$ cat config.mk
export PLATFORM = sky130hd
export DESIGN_NAME = led_pattern_ctrl
export DESIGN_NICKNAME = d
export VERILOG_FILES = /design/src/rtl/led_pattern_ctrl.sv
export SDC_FILE = /design/constraint.sdc
export NUM_CORES = 1
export LEC_CHECK = 0
export BUFFER_PORTS_ARGS = -buffer_cell sky130_fd_sc_hd__buf_2
export CORE_ASPECT_RATIO = 2
export CORE_MARGIN = 5
export CORE_UTILIZATION = 58
export CTS_CLUSTER_DIAMETER = 40
export CTS_CLUSTER_SIZE = 24
export DETAILED_ROUTE_END_ITERATION = 10
export GPL_ROUTABILITY_DRIVEN = 0
export HOLD_SLACK_MARGIN = 0.12
export MAX_ROUTING_LAYER = met4
export PLACE_DENSITY_LB_ADDON = 0.2
export SYNTH_ARGS = -nofsm -noshare
export SYNTH_HDL_FRONTEND = slang
export SYNTH_SLANG_ARGS = --single-unit
$ cat constraint.sdc
create_clock -name clk -period 3.7 [get_ports clk]
set_input_delay 0.185 -clock clk [delete_from_list [all_inputs] [get_ports clk]]
set_output_delay 0.185 -clock clk [all_outputs]
set_load 0.01 [all_outputs]
$ cat src/rtl/led_pattern_ctrl.sv
// led_pattern_ctrl
//   Button/LED panel sequencer. Each raw push-button is synchronized and
//   debounced. Debounced rising edges become commands for a four-mode
//   pattern machine. The LED drive follows that machine, stepped by an
//   internal tick.
//
// Parameters
//   DEBOUNCE_CYCLES : stable synchronized cycles needed to accept a new level (>=2)
//   TICK_CYCLES     : clock cycles per pattern step (>=2)
//
// Ports
//   clk    : single clock, all state on the rising edge
//   rst_n  : asynchronous active-low reset
//   btn    : raw asynchronous buttons, active-high
//            [0] next mode, [1] pause toggle, [2] direction toggle, [3] restart
//   led    : registered LED drive, active-high
//   mode   : 0 STATIC, 1 BLINK, 2 CHASE, 3 COUNT
//   paused : registered pause flag
module led_pattern_ctrl #(
    parameter int DEBOUNCE_CYCLES = 16,
    parameter int TICK_CYCLES     = 8
) (
    input  logic       clk,
    input  logic       rst_n,
    input  logic [3:0] btn,
    output logic [3:0] led,
    output logic [1:0] mode,
    output logic       paused
);

    localparam int CW = (DEBOUNCE_CYCLES > 2) ? $clog2(DEBOUNCE_CYCLES) : 1;
    localparam int TW = (TICK_CYCLES > 2) ? $clog2(TICK_CYCLES) : 1;
    localparam logic [CW-1:0] DB_MAX   = CW'(DEBOUNCE_CYCLES - 1);
    localparam logic [TW-1:0] TICK_MAX = TW'(TICK_CYCLES - 1);

    typedef enum logic [1:0] {
        M_STATIC = 2'd0,
        M_BLINK  = 2'd1,
        M_CHASE  = 2'd2,
        M_COUNT  = 2'd3
    } mode_e;

    // ------------------------------------------------------------------
    // Input path: 2-FF synchronizer, per-button debouncer, edge detect
    // ------------------------------------------------------------------
    logic [3:0]    sync1, sync2;
    logic [3:0]    btn_db, btn_db_q;
    logic [CW-1:0] db_cnt [4];
    logic [3:0]    press;

    // NOTE: sequential state uses non-blocking assignments so every
    // register samples the pre-edge value of every other register.
    always_ff @(posedge clk or negedge rst_n) begin
        if (!rst_n) begin
            sync1    <= '0;
            sync2    <= '0;
            btn_db   <= '0;
            btn_db_q <= '0;
            // NOTE: the counter array is a handful of flops, not a RAM, so it
            // can and must be cleared by the async reset like any other state.
            for (int i = 0; i < 4; i++) db_cnt[i] <= '0;
        end else begin
            sync1    <= btn;
            sync2    <= sync1;
            btn_db_q <= btn_db;
            for (int i = 0; i < 4; i++) begin
                if (sync2[i] == btn_db[i]) begin
                    db_cnt[i] <= '0;
                end else if (db_cnt[i] == DB_MAX) begin
                    btn_db[i] <= sync2[i];
                    db_cnt[i] <= '0;
                end else begin
                    db_cnt[i] <= db_cnt[i] + CW'(1);
                end
            end
        end
    end

    // Rising edges only; releases carry no command.
    assign press = btn_db & ~btn_db_q;

    // ------------------------------------------------------------------
    // Mode / pattern state machine
    // ------------------------------------------------------------------
    mode_e         mode_q, mode_d;
    logic          paused_q, paused_d;
    logic          dir_q, dir_d;
    logic [3:0]    led_q, led_d;
    logic [TW-1:0] tick_cnt_q, tick_cnt_d;
    logic          restart;
    logic          tick;

    always_ff @(posedge clk or negedge rst_n) begin
        if (!rst_n) begin
            mode_q     <= M_STATIC;
            paused_q   <= 1'b0;
            dir_q      <= 1'b0;
            led_q      <= '0;
            tick_cnt_q <= '0;
        end else begin
            mode_q     <= mode_d;
            paused_q   <= paused_d;
            dir_q      <= dir_d;
            led_q      <= led_d;
            tick_cnt_q <= tick_cnt_d;
        end
    end

    assign tick = (tick_cnt_q == TICK_MAX) && !paused_q;

    // NOTE: every variable gets a default at the top of the block so no path
    // leaves it unassigned and no latch is inferred.
    always_comb begin
        mode_d     = mode_q;
        paused_d   = paused_q;
        dir_d      = dir_q;
        restart    = 1'b0;
        led_d      = led_q;
        tick_cnt_d = tick_cnt_q;

        // Mode advance wins over pause and restart in the same cycle.
        if (press[0]) begin
            case (mode_q)
                M_STATIC: mode_d = M_BLINK;
                M_BLINK:  mode_d = M_CHASE;
                M_CHASE:  mode_d = M_COUNT;
                default:  mode_d = M_STATIC;
            endcase
            paused_d = 1'b0;
            restart  = 1'b1;
        end else begin
            if (press[1]) paused_d = ~paused_q;
            if (press[3]) restart  = 1'b1;
        end
        if (press[2]) dir_d = ~dir_q;

        // Tick counter freezes while paused and resumes from where it stopped.
        if (restart)        tick_cnt_d = '0;
        else if (tick)      tick_cnt_d = '0;
        else if (!paused_q) tick_cnt_d = tick_cnt_q + TW'(1);

        if (restart) begin
            // Entry pattern of the mode being entered, in the direction
            // that will be in force after this edge.
            case (mode_d)
                M_STATIC: led_d = btn_db;
                M_BLINK:  led_d = 4'b1111;
                M_CHASE:  led_d = dir_d ? 4'b1000 : 4'b0001;
                default:  led_d = 4'b0000;
            endcase
        end else begin
            case (mode_q)
                M_STATIC: led_d = btn_db;
                M_BLINK:  if (tick) led_d = ~led_q;
                M_CHASE:  if (tick) led_d = dir_q ? {led_q[0], led_q[3:1]}
                                                  : {led_q[2:0], led_q[3]};
                default:  if (tick) led_d = dir_q ? led_q - 4'd1 : led_q + 4'd1;
            endcase
        end
    end

    assign led    = led_q;
    assign mode   = mode_q;
    assign paused = paused_q;

endmodule

==> impl_metrics.yaml <==
outcome:
  outcome: "finished clean"
timing:
  hold_viol_final: 0
  setup_tns_ps: 0
  finalSetupViolCount: 0
  tightest_slew_ps: 906
  finalCritPeriodShare: 0.533
  finalMaxSlewViolations: 0
  rsz0062_at_grt: "false"
  fin_worst_skew_ps: 5.32
  fmax_ghz: 0.507
  relSlewSlack: 0.396
  fin_crit_ps: 1970
  finalWorstSetupSlack_ps: 1730
floorplanning:
  dieWidth_um: 52.5
  core-area_um2: 3570
  die_h_um: 94.9
  top_level_ports: 13
  fp-row-count: 31
  dieArea_um2: 4980
  start_util: 0.586
critical_path:
  worst-path-buf-inv: 2
  crit_chain: "inv_1 > ha_1 > inv_1 > o32ai_2 > nor2_2 > a2111oi_2"
  crit_family: "compound AO/OA/AOI/OAI gates"
  endpoint_kind: "flop"
  cpPeakStageDelay_ps: 430
  slowest_stage: "o32ai_2"
  cp-startpoint: "mode[0]"
  path_class: "flop to flop"
  critPathMostFrequentCell: "inv_1"
  critPathMaxFanout: 6
  startpoint_type: "flop"
  reg2reg_from: "mode[0]"
  required_ps: 3880
  crit_arrival_ps: 2150
pwr:
  power_leakage_nw: 1.07
  power_frac_seq: 0.572
  combPwrFrac: 0.141
  power_density_nw_per_um2: 405
  p_sw_frac: 0.258
  internal_power_uw: 691
  vdd_drop_max_mv: 0.435
  power.switching_uw: 240
  clkPwrFrac: 0.287
global_routing:
  grt_pass1_vias: 1536
  grt_overflow_total: 0
  grt.total_usage: 0.198
  grt_max_degree: 44
  antenna_found_initial: 0
  grt_first_pass_wirelength_mm: 7.04
hold_path:
  hp-start: "sync1[2]"
  min_path_type: "flop to flop"
detailed_routing:
  routed_wl_mm: 4.00
  viasPerCell: 5.87
  antenna_left: 0
  drc: 0
  firstDrtPassIters: 4
  vias: 1449
  drt_iter0_markers: 53
  wl_per_cell_um: 16.2
clocking:
  h-tree-depth: 2
  clock_latency_ps: 280
  numCtsBuffers: 5
  root_buffer: "clkbuf_8"
  cts.sinks: 43
  clkTransAtPathRegs_ps: 70
  clockBufferDepth: 2
  cts_tree: "built"
  cts_resized: 0
placed_design:
  io_buffers: 12
  dpl.hpwl_mm: 3.03
  placed_area_um2: 2170
  dpl_worst_slack_ps: 1750
synth:
  synthSimpleGateAreaFrac: 0.126
  yosysTopAreaCell: "dfrtp_1"
  synth-xor-area-share: 0.0545
  syn_inst: 180
  ys_seq_area_frac: 0.515
  syn_nets: 199
  synthTopCellsByArea: "dfrtp_1, ha_1, xnor2_1"
  synth_compound_area_frac: 0.126
  synthMuxAreaShare: 0.0551
  synth_top_cell_area_share: 0.515
  yosys_warnings: 0
  ys_types: 42
  netlist_area_um2: 2090
  ys_ff_latch: 43
  synth_top_family_by_area: "compound AO/OA/AOI/OAI gates"
  syn_avg_cell_area_um2: 11.6
  synthAdderAreaFrac: 0.0814
final_layout:
  layout_commonest_cell: "dfrtp_1"
  final_nets: 218
  diodes: 0
  layout_common_cells: "dfrtp_1, nor2_1, inv_1"
  fin_area_um2: 2300
  drive_above_1_share: 0.172
  syn2layout_area_growth_pct: 9.87
job:
  drv_cap: 0
worst paths after layout:
path | cells past startpoint | slack (ps) | end
worst max register to register | 6 | 1730 | led[3]
max in group asynchronous | 2 | 2550 | sync2[0]
min in group asynchronous | 2 | 570 | led[1]
worst min-delay path | 0 | 350 | sync2[2]
worst min register to register | 0 | 350 | sync2[2]
worst max-delay path | 6 | 1730 | led[3]
power by group through the flow:
stage	Combinational, mW	Clock (mW)	Sequential (mW)
2_1_floorplan	0.0883	0	0.536
3_3_place_gp	0.117	0	0.539
3_5_place_dp	0.129	0	0.542
4_1_cts	0.134	0.277	0.533
5_1_grt	0.152	0.298	0.538
6_report	0.131	0.267	0.532
layout make-up:
| cell class | count | area [um2] |
|---|---|---|
| Sequential cell | 43 | 1080 |
| Tap cell | 49 | 61.3 |
| Inverter | 14 | 52.6 |
| Timing Repair Buffer | 17 | 110 |
| Clock buffer | 6 | 72.6 |
| Multi-Input combinational cell | 118 | 925 |
| Fill cell | 301 | 1270 |
sequential cells by signal, summed over array words and instances, names as in the netlist:
register	flops
sync1	4
btn_db_q	4
paused	1
tick_cnt_q	3
dir_q	1
db_cnt	16
mode	2
sync2	4
btn_db	4
led	4
cell families (layout without fill, tap and decap cells):
| kind of cell | count (synthesis) | count (layout) |
|---|---|---|
| DFF | 43 | 43 |
| adders and majority gates | 13 | 13 |
| and+or+nand+nor | 47 | 47 |
| muxes | 9 | 9 |
| xor gates and xnor gates | 13 | 13 |
| AOI/OAI and AO/OA | 36 | 36 |
| buffers and inverters | 19 | 37 |
cell usage after synthesis:
cell	instances
clkbuf_8	1
nor3b_1	4
o221ai_1	1
o21a_1	2
a221oi_1	5
or3b_2	1
dfrtp_1	43
and2b_1	1
buf_6	1
inv_1	14
a21oi_1	10
o21ai_0	6
ha_1	12
or3_2	1
buf_1	1
a311oi_1	1
o32ai_2	1
a21o_2	1
nor2_2	1
nand3_1	5
o211ai_2	1
nand4b_1	3
buf_2	1
and4bb_2	1
a2111oi_2	1
xor2_1	2
nor3_1	3
xnor2_1	11
a21o_1	2
and4b_2	1
nor2b_1	6
nor2_1	14
mux2_2	6
mux2i_1	1
a22oi_1	3
a32o_1	1
nand2_1	6
mux2_4	1
mux2i_4	1
a31oi_1	1
clkbuf_1	1
fa_1	1
through the flow:
| stage | utilization | power [mW] | hold slack, ps | instances |
|---|---|---|---|---|
| 6_report | 0.644 | 0.930 | 351 | 247 |
| 3_3_place_gp | 0.609 | 0.656 | 295 | 236 |
| 5_1_grt | 0.644 | 0.987 | 361 | 247 |
| 2_1_floorplan | - | 0.624 | -111 | 180 |
| 3_5_place_dp | 0.609 | 0.671 | 295 | 236 |
| 4_1_cts | 0.644 | 0.944 | 356 | 247 |
timing repair:
item	in CTS	in global routing
setup buffers	0	0
hold buffers	5	0
hold endpoints to repair	47	0
routing by layer:
layer / vias to the layer above / GRT usage / share of wire
li1: 670 / - / -
met1: 714 / 0.209 / 0.35
met2: 46 / 0.326 / 0.55
met3: 19 / 0.0332 / 0.033
met4: 0 / 0.134 / 0.064
met5: - / - / 0
Note: power is estimated with default switching activity, not from simulation.
